### config.mk
export PLATFORM = sky130hd
export DESIGN_NAME = pipe_skid_stage
export DESIGN_NICKNAME = d
export VERILOG_FILES = /design/src/rtl/core_pipe_pkg.sv /design/src/rtl/sat_counter.sv /design/src/rtl/pipe_skid_stage.sv
export SDC_FILE = /design/constraint.sdc
export NUM_CORES = 1
export LEC_CHECK = 0
export CAP_MARGIN = 10
export CORE_ASPECT_RATIO = 0.6
export CORE_MARGIN = 3
export CORE_UTILIZATION = 49
export DETAILED_ROUTE_END_ITERATION = 10
export GPL_TIMING_DRIVEN = 0
export PLACE_DENSITY_LB_ADDON = 0.05
export SYNTH_ARGS = -nofsm -noshare
export SYNTH_HDL_FRONTEND = slang
export SYNTH_SLANG_ARGS = --single-unit
### constraint.sdc
create_clock -name clk -period 2.9 [get_ports clk]
set_input_delay 0.725 -clock clk [delete_from_list [all_inputs] [get_ports clk]]
set_output_delay 0.725 -clock clk [all_outputs]
set_load 0.02 [all_outputs]
### src/rtl/core_pipe_pkg.sv
// Shared pipeline payload widths, id_ex field offsets and occupancy codes.
// Imported by every stage register and its helpers.
package core_pipe_pkg;

  // id_ex payload: op, fn, rs1, rs2, rd, we, mem, br, imm, tag
  localparam int ID_EX_W  = 220;
  localparam int EX_MEM_W = 64 + 64 + 5 + 1 + 1 + 8;
  localparam int MEM_WB_W = 64 + 5 + 1 + 8;

  localparam int OFF_OP  = 0;
  localparam int OFF_FN  = OFF_OP  + 8;
  localparam int OFF_RS1 = OFF_FN  + 4;
  localparam int OFF_RS2 = OFF_RS1 + 64;
  localparam int OFF_RD  = OFF_RS2 + 64;
  localparam int OFF_WE  = OFF_RD  + 5;
  localparam int OFF_MEM = OFF_WE  + 1;
  localparam int OFF_BR  = OFF_MEM + 1;
  localparam int OFF_IMM = OFF_BR  + 1;
  localparam int OFF_TAG = OFF_IMM + 64;

  localparam logic [1:0] OCC_EMPTY = 2'd0;
  localparam logic [1:0] OCC_ONE   = 2'd1;
  localparam logic [1:0] OCC_TWO   = 2'd2;

  function automatic logic [1:0] occ_of(
    input logic i_main_v,
    input logic i_skid_v
  );
    return {1'b0, i_main_v} + {1'b0, i_skid_v};
  endfunction

endpackage

### src/rtl/sat_counter.sv
// Saturating up-counter with synchronous clear.
// Ports: clk, i_clr (sync clear), i_inc (count enable), o_cnt (value).
module sat_counter #(
  parameter int W = 16
) (
  input  logic         clk,
  input  logic         i_clr,
  input  logic         i_inc,
  output logic [W-1:0] o_cnt
);

  logic [W-1:0] r_cnt;

  always_ff @(posedge clk) begin
    if (i_clr) begin
      r_cnt <= '0;
    end else if (i_inc && (r_cnt != '1)) begin
      r_cnt <= r_cnt + W'(1);
    end
  end

  assign o_cnt = r_cnt;

endmodule

### src/rtl/pipe_skid_stage.sv
// Pipeline stage register with 2-entry skid, flush, stall, blocked-cycle count.
// Ports: in_* upstream handshake, out_* downstream, stall_i, flush_i, count_o, stall_cnt_o.
module pipe_skid_stage
  import core_pipe_pkg::*;
#(
  parameter int DATA_W = ID_EX_W,
  parameter int CNT_W  = 16
) (
  input  logic              clk,
  input  logic              rst,
  input  logic              in_valid_i,
  output logic              in_ready_o,
  input  logic [DATA_W-1:0] in_data_i,
  output logic              out_valid_o,
  input  logic              out_ready_i,
  output logic [DATA_W-1:0] out_data_o,
  input  logic              stall_i,
  input  logic              flush_i,
  output logic [1:0]        count_o,
  output logic [CNT_W-1:0]  stall_cnt_o
);

  logic              r_main_v;
  logic              r_skid_v;
  logic [DATA_W-1:0] r_main_d;
  logic [DATA_W-1:0] r_skid_d;

  logic       w_in_ready;
  logic       w_out_valid;
  logic       w_in_fire;
  logic       w_out_fire;
  logic       w_cnt_inc;
  logic [1:0] w_occ;

  // ready looks only at registered state, never at out_ready_i
  assign w_in_ready  = !r_skid_v && !stall_i && !flush_i;
  assign w_out_valid = r_main_v && !stall_i && !flush_i;
  assign w_in_fire   = in_valid_i && w_in_ready;
  assign w_out_fire  = w_out_valid && out_ready_i;
  assign w_occ       = occ_of(r_main_v, r_skid_v);

  always_ff @(posedge clk) begin
    if (rst) begin
      r_main_v <= 1'b0;
      r_skid_v <= 1'b0;
      r_main_d <= '0;
      r_skid_d <= '0;
    end else if (flush_i) begin
      r_main_v <= 1'b0;
      r_skid_v <= 1'b0;
    end else if (!stall_i) begin
      case (w_occ)
        OCC_EMPTY: begin
          if (w_in_fire) begin
            r_main_v <= 1'b1;
            r_main_d <= in_data_i;
          end
        end
        OCC_ONE: begin
          if (w_in_fire && w_out_fire) begin
            r_main_d <= in_data_i;
          end else if (w_in_fire) begin
            r_skid_v <= 1'b1;
            r_skid_d <= in_data_i;
          end else if (w_out_fire) begin
            r_main_v <= 1'b0;
          end
        end
        OCC_TWO: begin
          // skid holds the younger payload; it moves up
          if (w_out_fire) begin
            r_main_d <= r_skid_d;
            r_skid_v <= 1'b0;
          end
        end
        default: begin
          r_main_v <= 1'b0;
          r_skid_v <= 1'b0;
        end
      endcase
    end
  end

  assign w_cnt_inc = (stall_i && !flush_i) ||
                     (r_main_v && !out_ready_i && !stall_i && !flush_i);

  sat_counter #(
    .W(CNT_W)
  ) u_cnt (
    .clk  (clk),
    .i_clr(rst),
    .i_inc(w_cnt_inc),
    .o_cnt(stall_cnt_o)
  );

  assign in_ready_o  = w_in_ready;
  assign out_valid_o = w_out_valid;
  assign out_data_o  = r_main_d;
  assign count_o     = w_occ;

endmodule

==> results of run 1 <==
==> path summary, 6_finish.rpt <==
check | depth (start not counted) | startpoint | endpoint
worst max register to register | 7 | r_main_v$_SDFFE_PP0P_ | out_data_o[127]$_SDFFE_PP0P_
worst min-delay path | 2 | r_skid_d[128]$_SDFFE_PP0P_ | r_skid_d[128]$_SDFFE_PP0P_
worst min register to register | 2 | r_skid_d[128]$_SDFFE_PP0P_ | r_skid_d[128]$_SDFFE_PP0P_
worst max-delay path | 4 | stall_i | in_ready_o
==> sequential cells by signal (all words and copies together), names as in the netlist <==
register / cells
out_data_o: 220
r_skid_d: 220
u_cnt.o_cnt: 16
r_main_v: 1
r_skid_v: 1
==> power by group through the flow <==
stage / Clock (mW) / Sequential [mW] / Combinational (mW)
after floorplan: 0 / 6.94 / 0.533
after global placement: 0 / 6.73 / 1.64
after detailed placement: 0 / 6.73 / 1.66
after CTS: 6.18 / 6.60 / 1.67
after global routing: 6.46 / 6.61 / 1.78
final: 6.13 / 6.60 / 1.68
==> metal layers <==
layer | vias up | track usage [%]
li1 | 8747 | -
met1 | 8846 | 43.1
met2 | 822 | 47.8
met3 | 153 | 4.90
met4 | 4 | 14.3
met5 | - | 0
==> through the flow <==
stage	hold WS [ps]	std cells
CTS	456	3129
global placement	442	3051
global route	469	3136
floorplan	437	2120
detailed placement	447	3051
finish	456	3139
==> worst min-delay path, cell delays in order, from the launching register on <==
cell     delay, ps
dfxtp_1        310
nand2_1         50
a21oi_1         50
==> final cells by class <==
| type | count | share of cell area [%] |
|---|---|---|
| antenna | 10 | 0.102 |
| buffer | 225 | 3.79 |
| clock buffer | 62 | 5.30 |
| clock inverter | 16 | 0.964 |
| inverter | 6 | 0.0918 |
| multi-input combinational | 1431 | 31.1 |
| sequential | 458 | 37.4 |
| tap | 467 | 2.38 |
| timing repair buffer | 464 | 18.9 |
==> repair_timing <==
| action | in CTS | in global routing |
|---|---|---|
| pin swaps | 0 | 0 |
| buffers inserted | 0 | 0 |
| setup endpoints to repair | 103 | 198 |
| resized for setup | 6 | 14 |
==> logic make-up (layout without fill, tap and decap cells) <==
family                   Yosys count  count (layout)  share of synthesized area [%]
AO/OA/AOI/OAI                    908             908                           30.7
adder cells (fa/ha/maj)            3               3                          0.212
buffers and inverters            231             773                           5.32
flip-flops                       458             458                           51.7
multiplexers                      12              12                          0.754
other                              0              10                              0
AND/OR/NAND/NOR                  508             508                           11.4
==> cell usage in the layout (no fill, tap or decap), types with 9 or more instances in the layout <==
| master | count |
|---|---|
| clkbuf_16 | 45 |
| clkdlybuf4s50_1 | 461 |
| nor2_1 | 16 |
| nor2b_1 | 13 |
| clkbuf_1 | 161 |
| clkbuf_2 | 9 |
| buf_2 | 61 |
| diode_2 | 10 |
| dfxtp_1 | 458 |
| mux2_2 | 11 |
| o22ai_1 | 220 |
| a21oi_1 | 445 |
| clkbuf_8 | 11 |
| nand2_1 | 449 |
| a211oi_1 | 225 |
==> results.yml, run 1 <==
place:
  gp_congestion: 0.897
  post-place-ws_ps: -509
  placed_cell_area_um2: 23000
  io_buffers: 464
  post-dp-hpwl_um: 46200
critical_path:
  crit_path_max_incr_delay_ps: 540
  r2r_slack_ps: 130
  cp_top_family: "buffers and inverters"
  worstPathBufferInverterCount: 2
  cp-end-kind: "output port"
  cp-start-kind: "input port"
  worstSetupPathType: "in2out"
  arrival_ps: 2080
  cpMaxStageDelayCell: "clkdlybuf4s50_1"
  worst-path-max-fanout: 7
  crit_required_ps: 2170
  crit_chain: "clkdlybuf4s50_1 -> or2_1 -> nor2_1 -> clkdlybuf4s15_1"
power_and_ir_drop:
  clock_power_share_pct: 42.6
  swShare_pct: 24.0
  power_frac_seq_pct: 45.8
  p_per_area_nw_per_um2: 587
  power_frac_comb_pct: 11.6
  switching_power_mw: 3.45
  p_total_mw: 14.4
  peakVddDrop_mv: 0.406
  internal-power_mw: 11.0
  p_leak_nw: 8.21
timing:
  finalMaxSlewViolations: 0
  maxSlewHeadroom_pct: 39.1
  final.setup.worst_slack_ps: 90.6
  period_share_pct: 96.9
  rsz0062_at_grt: "no"
  finalSetupViolations: 0
  fmax_mhz: 356
  period_needed_ps: 2810
  hold_viol_final: 0
  tightest_slew_ps: 914
  skew_ps: 12.7
  fin_tns_setup_ps: 0
clock_tree:
  clkSlewWorstSetupHoldPaths_ps: 70
  cts_made_buffers: 42
  root_buffer: "clkbuf_16"
  hold_buffers: 0
  cts.path.max_buffers: 3
  htree_num_levels: 2
  clkLatencyLatePin_ps: 550
  tritoncts: "done"
  cts.sinks: 458
global_route:
  grt_max_degree: 16
  grt_pass1_wl_um: 96200
  grt-ovfl-total: 0
  grt_pass1_vias: 17300
  grtUsageTotal_pct: 31.1
  antenna_found_initial: 9
route:
  finalWirelength_um: 63000
  ant_nets: 0
  top_layer_used: "met5"
  dr.pass1.iters: 5
  via_count: 18600
  wl_met1_um: 27100
  post_drt_wl_per_cell_um: 20.1
  drtIter0Drc: 1678
  wl_met3_um: 4620
  vias_per_cell: 5.92
  wl_met2_um: 28400
  drc: 0
synth:
  ys_warn_count: 0
  synth_ff_type: "dfxtp_1"
  async_reset_ff_share_pct: 0
  yosys.area.top_type_share_pct: 51.7
  synth_most_common_cell: "dfxtp_1"
  ys_ff_latch: 458
  synth_enable_flop_cells: 0
  synth_seq_area_share_pct: 51.7
  syn_area_um2: 17700
  syn_area_per_cell_um2: 8.37
  synth_top_area_cell: "dfxtp_1"
  syn_nets: 2349
  synthTopCellsByCount: "dfxtp_1, nand2_1, a21oi_1"
  ys_top_cells_by_area: "dfxtp_1, a21oi_1, a211oi_1, nand2_1, o22ai_1"
  synthCells: 2120
  yosysUniqueCellTypes: 39
layout:
  areaGrowthSynthToFinish_pct: 38.3
  final_nets: 2857
  drive_gt1_share_pct: 5.82
  seq_area_um2: 9170
  design_area_um2: 24500
  multiInputGateArea_um2: 7640
  fin_util_pct: 69.4
  final.fill_count: 2770
die:
  rows: 53
  die_x_um: 252
  core_area_um2: 35300
  start_util_pct: 50.2
  die_height_um: 153
  die_area_um2: 38600
  io_pins: 466
worst_hold_path:
  hp-class: "reg2reg"
run:
  cap_violations: 0
status:
  outcome: "completed"
No activity file was read; power rests on OpenSTA's default activity.
==> run 2, diff against run 1 <==
--- a/config.mk
+++ b/config.mk
@@ -8,7 +8,7 @@
 export CAP_MARGIN = 10
 export CORE_ASPECT_RATIO = 0.6
 export CORE_MARGIN = 3
-export CORE_UTILIZATION = 49
+export CORE_UTILIZATION = 52
 export DETAILED_ROUTE_END_ITERATION = 10
 export GPL_TIMING_DRIVEN = 0
 export PLACE_DENSITY_LB_ADDON = 0.05
==> constraint.sdc (replaced) <==
create_clock -name clk -period 3.4 [get_ports clk]
set_input_delay 0.85 -clock clk [delete_from_list [all_inputs] [get_ports clk]]
set_output_delay 0.85 -clock clk [all_outputs]
set_load 0.02 [all_outputs]
==> run 2 against run 1 <==
Compared with the run above: die area is 5.6% lower; clock power down 19%; register-to-register slack gained 190 ps; via count is 1.1% higher; wire length rose by 1.3%; clock skew is 1.5 ps lower; worst setup slack improved by 140 ps; utilization is 4.5 points higher; sequential share of layout area is 0.16 points higher; critical path type unchanged; highest routed layer unchanged.
==> results.yml, run 2 (synthesis gave the netlist of run 1 again) <==
route:
  post_drt_wl_per_cell_um: 20.5
  vias_per_cell: 6.02
  dr.pass1.iters: 5
  ant_nets: 0
  via_count: 18800
  drtIter0Drc: 1660
  finalWirelength_um: 63900
  drc: 0
die:
  die_height_um: 149
  die_area_um2: 36500
  start_util_pct: 53.7
  io_pins: 466
  rows: 51
  die_x_um: 245
  core_area_um2: 33100
layout:
  seq_area_um2: 9170
  final.fill_count: 2500
  final_nets: 2857
  fin_util_pct: 73.9
  multiInputGateArea_um2: 7640
  areaGrowthSynthToFinish_pct: 37.7
  final_cell_mix: "clkdlybuf4s50_1, dfxtp_1, nand2_1"
  final_common_cell: "clkdlybuf4s50_1"
  drive_gt1_share_pct: 5.34
  stdcell_count: 3119
place:
  io_buffers: 464
  post-dp-hpwl_um: 46600
  gp_congestion: 0.888
  place_inst: 3034
status:
  outcome: "completed"
timing:
  finalSetupViolations: 0
  rsz0062_at_grt: "no"
  finalMaxSlewViolations: 0
  hold_viol_final: 0
  skew_ps: 11.3
  tightest_slew_ps: 939
  period_share_pct: 93.1
  maxSlewHeadroom_pct: 37.4
  fmax_mhz: 316
  period_needed_ps: 3170
critical_path:
  crit_required_ps: 2550
  arrival_ps: 2320
  cp-start-kind: "input port"
  cp-end-kind: "output port"
  worstSetupPathType: "in2out"
  worst-path-max-fanout: 7
clock_tree:
  cts.path.max_buffers: 3
  htree_num_levels: 2
  cts_made_buffers: 42
  clkSlewWorstSetupHoldPaths_ps: 70
  tritoncts: "done"
  post-cts-setup-buffer-count: 0
  root_buffer: "clkbuf_16"
  clkLatencyLatePin_ps: 550
  cts.sinks: 458
global_route:
  grt_max_degree: 16
  grt-ovfl-total: 0
  antenna_found_initial: 6
  grtUsageTotal_pct: 33.4
  grt_pass1_wl_um: 97400
  grt_pass1_vias: 17800
worst_hold_path:
  hp-class: "reg2reg"
power_and_ir_drop:
  p_per_area_nw_per_um2: 493
  p_leak_nw: 8.16
  peakVddDrop_mv: 0.379
run:
  cap_violations: 0
-- run 2: worst max-delay path, stage by stage --
cell	delay [ps]
clkdlybuf4s50_1	560
or2_1	370
nor2_1	130
dlygate4sd2_1	400
-- run 2: timing repair --
action | 4_1_cts | 5_1_grt
resized for setup | 1 | 1
hold buffers | 0 | 0
pin swaps | 0 | 0
setup endpoints to repair | 1 | 1
hold endpoints to repair | 0 | 0
-- run 2: metal layers --
| layer | wire [µm] | global-route usage [%] |
|---|---|---|
| met1 | 26400 | 44.5 |
| met2 | 28800 | 53.2 |
| met3 | 5690 | 6.79 |
| met4 | 2920 | 14.2 |
| met5 | 8 | 0 |
-- run 2: layout make-up --
class,count,area share [%]
Timing Repair Buffer,464,19.0
Clock inverter,8,0.384
Tap cell,450,2.30
Multi-Input combinational cell,1431,31.2
Clock buffer,69,5.59
Sequential cell,458,37.5
Buffer,225,3.77
Inverter,6,0.0922
Antenna cell,8,0.0819
-- run 2: final timing paths --
path                                                 start                           end  slack, ps  cells after the start
worst max-delay path                               stall_i                   out_valid_o        230                      4
worst min-delay path            r_skid_d[192]$_SDFFE_PP0P_    r_skid_d[192]$_SDFFE_PP0P_        460                      2
worst max register to register       r_main_v$_SDFFE_PP0P_  out_data_o[129]$_SDFFE_PP0P_        320                      7
worst min register to register  r_skid_d[192]$_SDFFE_PP0P_    r_skid_d[192]$_SDFFE_PP0P_        460                      2
-- run 2: power by group --
part           internal, mW  total (mW)  switching (mW)
registers              5.53        5.63           0.103
logic                 0.704        1.44           0.736
clock network          2.90        4.99            2.08
-- run 2: per-stage QoR --
stage	power [mW]	setup TNS (ps)	hold WS [ps]	setup WS, ps	cell area (µm²)
5_1_grt	12.4	0	476	78.5	24400
4_1_cts	12.1	0	455	9.32	24400
2_1_floorplan	6.37	0	437	1120	17700
6_report	12.1	0	456	235	24400
3_3_place_gp	7.13	-5700	442	-75.7	23000
3_5_place_dp	7.16	-10020	447	-138	23000
==> run 3, diff against run 2 <==
--- a/config.mk
+++ b/config.mk
@@ -12,6 +12,7 @@
 export DETAILED_ROUTE_END_ITERATION = 10
 export GPL_TIMING_DRIVEN = 0
 export PLACE_DENSITY_LB_ADDON = 0.05
+export SKIP_LAST_GASP = 1
 export SYNTH_ARGS = -nofsm -noshare
 export SYNTH_HDL_FRONTEND = slang
 export SYNTH_SLANG_ARGS = --single-unit
==> results of run 3 <==
Final layout, timing and power as in run 2 (identical DEF).
